### src/rtl/dev_ram_arbiter_pkg.sv
// Shared types and constants for the font/ROM device read arbiter.
// State encoding, index/address widths and the idle data byte live here.
package dev_ram_arbiter_pkg;

  localparam int ADDR_W = 27;
  localparam int IDX_W  = 3;
  localparam logic [7:0] ARB_IDLE_DATA = 8'hFF;

  typedef enum logic [1:0] {
    ARB_IDLE  = 2'd0,
    ARB_ISSUE = 2'd1,
    ARB_WAIT  = 2'd2
  } arb_state_t;

endpackage

### src/rtl/dev_ram_arbiter_if.sv
// Requester-side and memory-side bus of the device RAM arbiter.
// The slave modport is the arbiter's view; master is the environment's view.
interface dev_ram_arbiter_if #(
  parameter int NREQ = 3
);
  import dev_ram_arbiter_pkg::*;

  logic [NREQ-1:0]             req_cs;
  logic [NREQ-1:0][ADDR_W-1:0] req_addr;
  logic [NREQ-1:0]             req_done;
  logic [7:0]                  req_data;
  logic                        cpu_wait;
  logic                        overrun;
  logic                        mem_rd;
  logic [ADDR_W-1:0]           mem_addr;
  logic                        mem_ready;
  logic                        mem_valid;
  logic [7:0]                  mem_data;

  modport slave (
    input  req_cs, req_addr, mem_ready, mem_valid, mem_data,
    output req_done, req_data, cpu_wait, overrun, mem_rd, mem_addr
  );

  modport master (
    output req_cs, req_addr, mem_ready, mem_valid, mem_data,
    input  req_done, req_data, cpu_wait, overrun, mem_rd, mem_addr
  );

endinterface

### src/rtl/dev_ram_arbiter_rr_pick.sv
// Combinational round-robin picker: the first pending index after i_last wins.
// Kept free of state so other bus arbiters can reuse it.
module rr_pick
  import dev_ram_arbiter_pkg::*;
#(
  parameter int NREQ = 3
) (
  input  logic [NREQ-1:0]  i_pending,
  input  logic [IDX_W-1:0] i_last,
  output logic [IDX_W-1:0] o_winner,
  output logic             o_valid
);

  int w_dist;
  int w_best;

  // Distance from last+1, modulo NREQ; the smallest distance is the winner.
  always_comb begin
    o_winner = '0;
    o_valid  = 1'b0;
    w_dist   = 0;
    w_best   = NREQ;
    for (int j = 0; j < NREQ; j++) begin
      w_dist = (j + 2 * NREQ - int'(i_last) - 1) % NREQ;
      if (i_pending[j] && (w_dist < w_best)) begin
        w_best   = w_dist;
        o_winner = IDX_W'(j);
        o_valid  = 1'b1;
      end
    end
  end

endmodule

### src/rtl/dev_ram_arbiter.sv
// Round-robin read arbiter sharing one memory read port between NREQ font/ROM
// devices; captures request edges, serialises reads and times out lost responses.
module dev_ram_arbiter
  import dev_ram_arbiter_pkg::*;
#(
  parameter int NREQ    = 3,
  parameter int TIMEOUT = 64
) (
  input logic              clk,
  input logic              reset_n,
  dev_ram_arbiter_if.slave bus
);

  localparam logic [7:0] TIMEOUT_LAST = 8'(TIMEOUT - 1);

  arb_state_t        r_state;
  logic [IDX_W-1:0]  r_cur;
  logic [IDX_W-1:0]  r_last;
  logic [7:0]        r_cnt;
  logic [NREQ-1:0]   r_req_done;
  logic [7:0]        r_req_data;
  logic              r_mem_rd;
  logic [ADDR_W-1:0] r_mem_addr;
  logic              r_overrun;
  logic [NREQ-1:0]   r_cs_prev;
  logic [NREQ-1:0]   r_pending;
  logic [ADDR_W-1:0] r_addr_q [NREQ];

  logic [NREQ-1:0]   w_edge;
  logic [NREQ-1:0]   w_busy;
  logic [NREQ-1:0]   w_take;
  logic [NREQ-1:0]   w_drop;
  logic [NREQ-1:0]   w_pending_next;
  logic [NREQ-1:0]   w_cur_onehot;
  logic [IDX_W-1:0]  w_winner;
  logic              w_valid;
  logic              w_grant;
  logic [ADDR_W-1:0] w_win_addr;

  rr_pick #(.NREQ(NREQ)) u_pick (
    .i_pending (r_pending),
    .i_last    (r_last),
    .o_winner  (w_winner),
    .o_valid   (w_valid)
  );

  assign w_grant = (r_state == ARB_IDLE) && w_valid;

  // An edge is dropped when that requester already has work queued or in flight.
  for (genvar gi = 0; gi < NREQ; gi++) begin : g_req
    assign w_edge[gi]         = bus.req_cs[gi] & ~r_cs_prev[gi];
    assign w_busy[gi]         = (r_state != ARB_IDLE) && (r_cur == IDX_W'(gi));
    assign w_take[gi]         = w_edge[gi] & ~r_pending[gi] & ~w_busy[gi];
    assign w_drop[gi]         = w_edge[gi] & (r_pending[gi] | w_busy[gi]);
    assign w_cur_onehot[gi]   = (r_cur == IDX_W'(gi));
    assign w_pending_next[gi] = w_take[gi] ? 1'b1 :
                                (w_grant && (w_winner == IDX_W'(gi))) ? 1'b0 :
                                r_pending[gi];

    always_ff @(posedge clk or negedge reset_n) begin
      if (!reset_n) begin
        r_addr_q[gi] <= '1;
      end else if (w_take[gi]) begin
        r_addr_q[gi] <= bus.req_addr[gi];
      end
    end
  end

  always_comb begin
    w_win_addr = '1;
    for (int j = 0; j < NREQ; j++) begin
      if (w_winner == IDX_W'(j)) begin
        w_win_addr = r_addr_q[j];
      end
    end
  end

  always_ff @(posedge clk or negedge reset_n) begin
    if (!reset_n) begin
      r_cs_prev <= '0;
      r_pending <= '0;
    end else begin
      r_cs_prev <= bus.req_cs;
      r_pending <= w_pending_next;
    end
  end

  // r_cnt holds the number of cycles elapsed since the memory accepted the read.
  always_ff @(posedge clk or negedge reset_n) begin
    if (!reset_n) begin
      r_state    <= ARB_IDLE;
      r_cur      <= '0;
      r_last     <= IDX_W'(NREQ - 1);
      r_cnt      <= '0;
      r_req_done <= '0;
      r_req_data <= ARB_IDLE_DATA;
      r_mem_rd   <= 1'b0;
      r_mem_addr <= '1;
      r_overrun  <= 1'b0;
    end else begin
      r_req_done <= '0;
      if (|w_drop) begin
        r_overrun <= 1'b1;
      end
      case (r_state)
        ARB_IDLE: begin
          if (w_valid) begin
            r_cur      <= w_winner;
            r_last     <= w_winner;
            r_mem_rd   <= 1'b1;
            r_mem_addr <= w_win_addr;
            r_state    <= ARB_ISSUE;
          end
        end
        ARB_ISSUE: begin
          if (bus.mem_ready) begin
            r_mem_rd   <= 1'b0;
            r_mem_addr <= '1;
            r_cnt      <= 8'd1;
            r_state    <= ARB_WAIT;
          end
        end
        ARB_WAIT: begin
          if (bus.mem_valid) begin
            r_req_data <= bus.mem_data;
            r_req_done <= w_cur_onehot;
            r_state    <= ARB_IDLE;
          end else if (r_cnt == TIMEOUT_LAST) begin
            r_req_data <= ARB_IDLE_DATA;
            r_req_done <= w_cur_onehot;
            r_state    <= ARB_IDLE;
          end else begin
            r_cnt <= r_cnt + 8'd1;
          end
        end
        default: begin
          r_state <= ARB_IDLE;
        end
      endcase
    end
  end

  assign bus.req_done = r_req_done;
  assign bus.req_data = r_req_data;
  assign bus.cpu_wait = (|r_pending) | (r_state != ARB_IDLE);
  assign bus.overrun  = r_overrun;
  assign bus.mem_rd   = r_mem_rd;
  assign bus.mem_addr = r_mem_addr;

endmodule

### src/flat_wrapper.sv
// flat-port wrapper written by rule: the top's interface ports become plain ports
module dev_ram_arbiter_flat import dev_ram_arbiter_pkg::*;
#(
  parameter int NREQ    = 3,
  parameter int TIMEOUT = 64
)
  (clk, reset_n, bus_req_cs, bus_req_addr, bus_mem_ready, bus_mem_valid, bus_mem_data, bus_req_done, bus_req_data, bus_cpu_wait, bus_overrun, bus_mem_rd, bus_mem_addr);
  dev_ram_arbiter_if #(.NREQ(NREQ)) bus_i ();
  input logic clk;
  input logic reset_n;
  input wire logic [$bits(bus_i.req_cs)-1:0] bus_req_cs;
  input wire logic [$bits(bus_i.req_addr)-1:0] bus_req_addr;
  input wire logic [$bits(bus_i.mem_ready)-1:0] bus_mem_ready;
  input wire logic [$bits(bus_i.mem_valid)-1:0] bus_mem_valid;
  input wire logic [$bits(bus_i.mem_data)-1:0] bus_mem_data;
  output wire logic [$bits(bus_i.req_done)-1:0] bus_req_done;
  output wire logic [$bits(bus_i.req_data)-1:0] bus_req_data;
  output wire logic [$bits(bus_i.cpu_wait)-1:0] bus_cpu_wait;
  output wire logic [$bits(bus_i.overrun)-1:0] bus_overrun;
  output wire logic [$bits(bus_i.mem_rd)-1:0] bus_mem_rd;
  output wire logic [$bits(bus_i.mem_addr)-1:0] bus_mem_addr;
  assign bus_i.req_cs = bus_req_cs;
  assign bus_i.req_addr = bus_req_addr;
  assign bus_i.mem_ready = bus_mem_ready;
  assign bus_i.mem_valid = bus_mem_valid;
  assign bus_i.mem_data = bus_mem_data;
  assign bus_req_done = bus_i.req_done;
  assign bus_req_data = bus_i.req_data;
  assign bus_cpu_wait = bus_i.cpu_wait;
  assign bus_overrun = bus_i.overrun;
  assign bus_mem_rd = bus_i.mem_rd;
  assign bus_mem_addr = bus_i.mem_addr;
  dev_ram_arbiter #(.NREQ(NREQ), .TIMEOUT(TIMEOUT)) u_core (.clk(clk), .reset_n(reset_n), .bus(bus_i));
endmodule
### config.mk
export PLATFORM = sky130hd
export DESIGN_NAME = dev_ram_arbiter_flat
export DESIGN_NICKNAME = d
export VERILOG_FILES = /design/src/rtl/dev_ram_arbiter_pkg.sv /design/src/rtl/dev_ram_arbiter_if.sv /design/src/rtl/dev_ram_arbiter_rr_pick.sv /design/src/rtl/dev_ram_arbiter.sv /design/src/flat_wrapper.sv
export SDC_FILE = /design/constraint.sdc
export NUM_CORES = 1
export LEC_CHECK = 0
export CAP_MARGIN = 20
export CORE_MARGIN = 2
export CORE_UTILIZATION = 52
export DETAILED_ROUTE_END_ITERATION = 10
export GPL_TIMING_DRIVEN = 0
export MAX_ROUTING_LAYER = met4
export PLACE_DENSITY = 0.85
export SYNTH_ARGS = -nofsm -noshare
export SYNTH_HDL_FRONTEND = slang
export SYNTH_HIERARCHICAL = 1
export SYNTH_SLANG_ARGS = --single-unit
### constraint.sdc
create_clock -name clk -period 11.95 [get_ports clk]
set_clock_uncertainty 0.05 [all_clocks]
set_input_delay 2.39 -clock clk [delete_from_list [all_inputs] [get_ports clk]]
set_output_delay 2.39 -clock clk [all_outputs]
set_load 0.005 [all_outputs]
==> flow_summary.ini, run 1 <==
[place]
dp_hpwl_mm = 21.5
io_buffers = 136
gp_congestion = 0.907

[layout]
fillers = 1539
n_antenna_cell = 0
syn_to_final_growth_pct = 26.0
final_net_count = 1526
drive_gt1_share_pct = 30.0

[clock_tree]
cts-buffers-inserted = 17
clk_pin_slew_ns = 0.06
clockRootBuffer = clkbuf_16
cts_tree = done
clockBufferDepth = 2
cts.sinks = 141
insertion_delay_ns = 0.42
h-tree-depth = 4
cts_hold_buf = 0

[yosys]
synthCells = 1169
synth_warnings = 6
syn_area_per_cell_um2 = 9.67
synth_area_leader_cell = dfstp_2
synth_cell_types = 93
synth_xor_area_share_pct = 2.75
synth_compound_area_share_pct = 17.9
synth_top_family_by_area = compound AO/OA/AOI/OAI gates
syn-num-nets = 1347
async_flop_share_pct = 100
synthAdderAreaFrac_pct = 9.08
yosys.area_share.simple_pct = 14.6
synthMuxAreaShare_pct = 17.4
synth_area_leaders = dfstp_2, ha_1, mux2_2
yosysSeqAreaShare_pct = 32.5
synth_commonest_cells = dfstp_2, ha_1, mux2_2
synth_edf_count = 0
synth_top_area_share_pct = 27.2
synth_ff_type = dfstp_2
synth_seq_cells = 141
netlist_area_um2 = 11300
synthMostInstantiatedCell = dfstp_2

[setup_path]
path_max_fanout = 10
cp_num_buf_inv = 12
critPathMaxStageDelay_ns = 0.50
cp_common_cell = a21o_1
path_class = flop to flop
end_kind = flop
slowest_stage = dfrtp_4
start_kind = flop
critical-path-top-delay-family = compound AO/OA/AOI/OAI gates
worst-endpoint-required_ns = 12.20
worst_ep_arrival_time_ns = 11.86

[timing]
fmax_ghz = 0.0861
period_minus_slack_ns = 11.62
fin_crit_sh_pct = 97.2
tightest_slew_ns = 0.910
finalHoldViolations = 0
finalSetupTns_ns = 0
setup_viol = 0
drv_slew = 0
relSlewSlack_pct = 38.5

[floorplanning]
row_count = 53
die_w_um = 151
die_h_um = 151
start_util_pct = 53.4
ioPinCount = 137
dieArea_um2 = 22900
core_um2 = 21200

[routing]
met2WireLength_mm = 15.9
ant_nets = 0
wl_met1_mm = 12.8
wl_met3_mm = 1.86
num_vias = 9926
drt-total-wl_mm = 31.2
drc = 0
dr.pass1.iters = 5
top_layer_used = met4
drt_iter0_markers = 636
wl_per_cell_um = 19.1
viasPerCell = 6.07

[grt]
grt_pass1_vias = 9900
antenna_found_initial = 0
track_usage_pct = 27.6
grt_max_degree = 87
grt_pass1_wl_mm = 49.0
grt-ovfl-total = 0

[min_path]
hold_class = flop to flop

[status]
outcome = completed

[run]
drv_cap = 0
## per-layer routing
metal | up-vias | GRT usage [%]
met3 | 75 | 5.39
met5 | - | -
met4 | 0 | 7.90
met2 | 369 | 47.3
li1 | 4611 | -
met1 | 4871 | 33.1
## worst register-to-register path: cells and delay by family (launching register included)
kind                       cells  cell delay, ns
AOI/OAI and AO/OA             25            4.72
xor gates and xnor gates       1            0.20
adders and majority gates      5            1.19
buffers and inverters         12            1.78
DFF                            1            0.50
muxes                          3            0.65
and+or+nand+nor               12            2.42
## flip-flops by register name (all words and copies together), names as in the netlist
register	cells
u_core/r_addr_q	81
u_core/bus.mem_addr	27
u_core/bus.req_data	8
u_core/r_cnt	8
u_core/bus.req_done	3
u_core/r_cs_prev	3
u_core/r_cur	3
u_core/r_pending	3
u_core/r_state	2
u_core/bus.mem_rd	1
u_core/bus.overrun	1
u_core/r_last	1
## cell families after synthesis
kind of cell | after synthesis
simple gates | 307
fa+ha+maj | 82
other cells | 1
compound gates | 298
mux | 173
flops | 141
buf+inv | 134
xor+xnor | 33
## through the flow
stage / instances / hold slack (ns) / instance area (um2) / setup slack [ns] / util (%)
finish: 1636 / 0.458 / 14200 / 0.333 / 67.3
global route: 1636 / 0.478 / 14200 / -0.0876 / 67.3
CTS: 1621 / 0.435 / 13900 / 0.0560 / 65.8
detailed placement: 1581 / 0.420 / 13100 / -2.55 / 61.7
global placement: 1580 / 0.422 / 13000 / -2.23 / 61.6
floorplan: 1169 / 0.409 / 11300 / 0.0492 / -
## path summary, 6_finish.rpt
path                                    startpoint                       to  slack [ns]  cells after the start
setup / recovery                   u_core/r_cur[0]      u_core/r_pending[0]        0.33                     58
max in group asynchronous                  reset_n      u_core/r_addr_q[69]        9.16                      2
hold / removal             u_core/bus.mem_addr[25]  u_core/bus.mem_addr[25]        0.46                      2
hold reg to reg            u_core/bus.mem_addr[25]  u_core/bus.mem_addr[25]        0.46                      2
min in group asynchronous                  reset_n      u_core/r_cs_prev[0]        1.89                      1
setup reg to reg                   u_core/r_cur[0]      u_core/r_pending[0]        0.33                     58
## timing repair
action | 4_1_cts | 5_1_grt
resized for setup | 54 | 51
setup buffers | 15 | 15
endpoints found under the setup margin | 36 | 36
pin swaps | 10 | 11
## placed cells by master, fill, tap and decap left out, drive strengths merged, types with 10 or more instances in the layout
cell           count
clkdlybuf4s50    135
mux2             127
dfstp            117
ha                82
nor2              81
o21ai             79
a21oi             70
buf               69
inv               62
nand2             54
clkbuf            49
mux2i             46
nor2b             42
o22ai             31
xnor2             25
dfrtp             24
a21o              21
nand2b            18
nor3              18
nand3             15
nand4             12
and2              11
o22a              10
## cell type report
| cell class | count | area, um2 | share of cell area, % |
|---|---|---|---|
| multi-input combinational | 894 | 7270 | 51.1 |
| sequential | 141 | 3680 | 25.8 |
| timing repair buffer | 167 | 1630 | 11.4 |
| buffer | 68 | 487 | 3.42 |
| clock buffer | 18 | 439 | 3.08 |
| tap | 275 | 344 | 2.42 |
| inverter | 59 | 229 | 1.61 |
| clock inverter | 14 | 160 | 1.12 |
Power of run 1 is left out: the tool's default activity adds up to more than one toggle a clock period on the data nets, which glitch-free logic cannot reach.
==> inputs of run 2 (changes only) <==
Settings changed: ABC_AREA set to 0, GPL_ROUTABILITY_DRIVEN set to 0.
==> flow_summary.ini, run 2 (same netlist as run 1, synthesis figures left out) <==
[status]
outcome = completed

[grt]
grt_max_degree = 102
grt_pass1_vias = 9970
grt_pass1_wl_mm = 49.3
grt-ovfl-total = 0
antenna_found_initial = 0
track_usage_pct = 27.6

[place]
dp_hpwl_mm = 20.9
placed_cell_area_um2 = 13100
io_buffers = 136
post-place-cells = 1581

[clock_tree]
insertion_delay_ns = 0.42
h-tree-depth = 4
cts_hold_buf = 0
clockBufferDepth = 2
clockRootBuffer = clkbuf_16
clk_pin_slew_ns = 0.06
cts-buffers-inserted = 17
cts.sinks = 141
cts_tree = done

[timing]
finalHoldViolations = 0
relSlewSlack_pct = 53.0
drv_slew = 0
setup_viol = 0
fmax_ghz = 0.0852
tightest_slew_ns = 0.705
fin_crit_sh_pct = 98.2
period_minus_slack_ns = 11.73
whs_ns = 0.433

[setup_path]
reg2regPathDepth = 57
path_class = flop to flop
end_kind = flop
r2r_start = u_core/r_cur[0]
worst-endpoint-required_ns = 12.20
rrSetupSlack_ns = 0.22
cp_num_buf_inv = 10
critPathMaxStageDelay_ns = 0.58
critical-path-top-delay-family = compound AO/OA/AOI/OAI gates
r2r-end = u_core/r_pending[0]
cp_common_cell = a21o_1
worst_ep_arrival_time_ns = 11.98
start_kind = flop
path_max_fanout = 10
slowest_stage = or4_4

[floorplanning]
dieArea_um2 = 22900
row_count = 53
core_um2 = 21200
start_util_pct = 53.4
ioPinCount = 137
die_h_um = 151
die_w_um = 151

[layout]
final_common_cell = clkdlybuf4s50_1
n_antenna_cell = 0
utilization_pct = 67.9
regMostFlops = u_core/r_addr_q
final_cell_mix = clkdlybuf4s50_1, dfstp_2, mux2_2
finalNonFillerCells = 1635
final_net_count = 1525
fin_area_um2 = 14400
drive_gt1_share_pct = 30.7
syn_to_final_growth_pct = 27.1
largest_register_ffs = 81

[routing]
drt-total-wl_mm = 31.4
wl_per_cell_um = 19.2
dr.pass1.iters = 8
drt_iter0_markers = 747
ant_nets = 0
drc = 0
num_vias = 10000
viasPerCell = 6.13

[min_path]
hold_class = flop to flop
min_from = u_core/bus.overrun
hold-path-endpoint = u_core/bus.overrun
holdPathStages = 1

[run]
drv_cap = 0
==> run 2: worst max path at each step <==
stage                     from                      end  slack, ns  cells after the start
4_1_cts        u_core/r_cur[0]      u_core/r_pending[1]       0.03                     56
6_report       u_core/r_cur[0]      u_core/r_pending[0]       0.22                     57
2_1_floorplan  u_core/r_cur[0]      u_core/r_pending[1]       0.05                     61
3_5_place_dp   u_core/r_cur[0]  u_core/bus.mem_addr[23]      -2.50                     61
5_1_grt        u_core/r_cur[0]      u_core/r_pending[0]      -0.16                     56
3_3_place_gp   u_core/r_cur[0]  u_core/bus.mem_addr[18]      -2.24                     61
==> run 2: cell type report <==
type | count | area (um2)
multi-input cells | 894 | 7410
fillers | 1469 | 6790
flip-flops and latches | 141 | 3680
repair buffers | 166 | 1620
plain buffers | 68 | 507
clock buffers | 17 | 425
well taps | 275 | 344
inverters | 59 | 229
clock inverters | 15 | 155
==> run 2: per-stage QoR <==
| step | TNS [ns] | setup WS (ns) |
|---|---|---|
| 5_1_grt | -2.15 | -0.162 |
| 4_1_cts | 0 | 0.0309 |
| 3_5_place_dp | -82.47 | -2.50 |
| 2_1_floorplan | 0 | 0.0492 |
| 6_report | 0 | 0.216 |
| 3_3_place_gp | -73.54 | -2.24 |
==> run 2: timing repair <==
item                                    CTS  global route
setup buffers                            10            19
endpoints found under the hold margin     0             0
gates resized for setup                  62            65
endpoints found under the setup margin   36            36
pin swaps                                 8            15
==> run 2: routing by layer <==
layer	track usage (%)	up-vias	routed length [um]
met5	-	-	0
met4	10.0	0	958
met3	6.42	92	2340
met2	46.1	464	15600
met1	32.5	4846	12500
li1	-	4614	-
Power of run 2 is left out for the same reason.
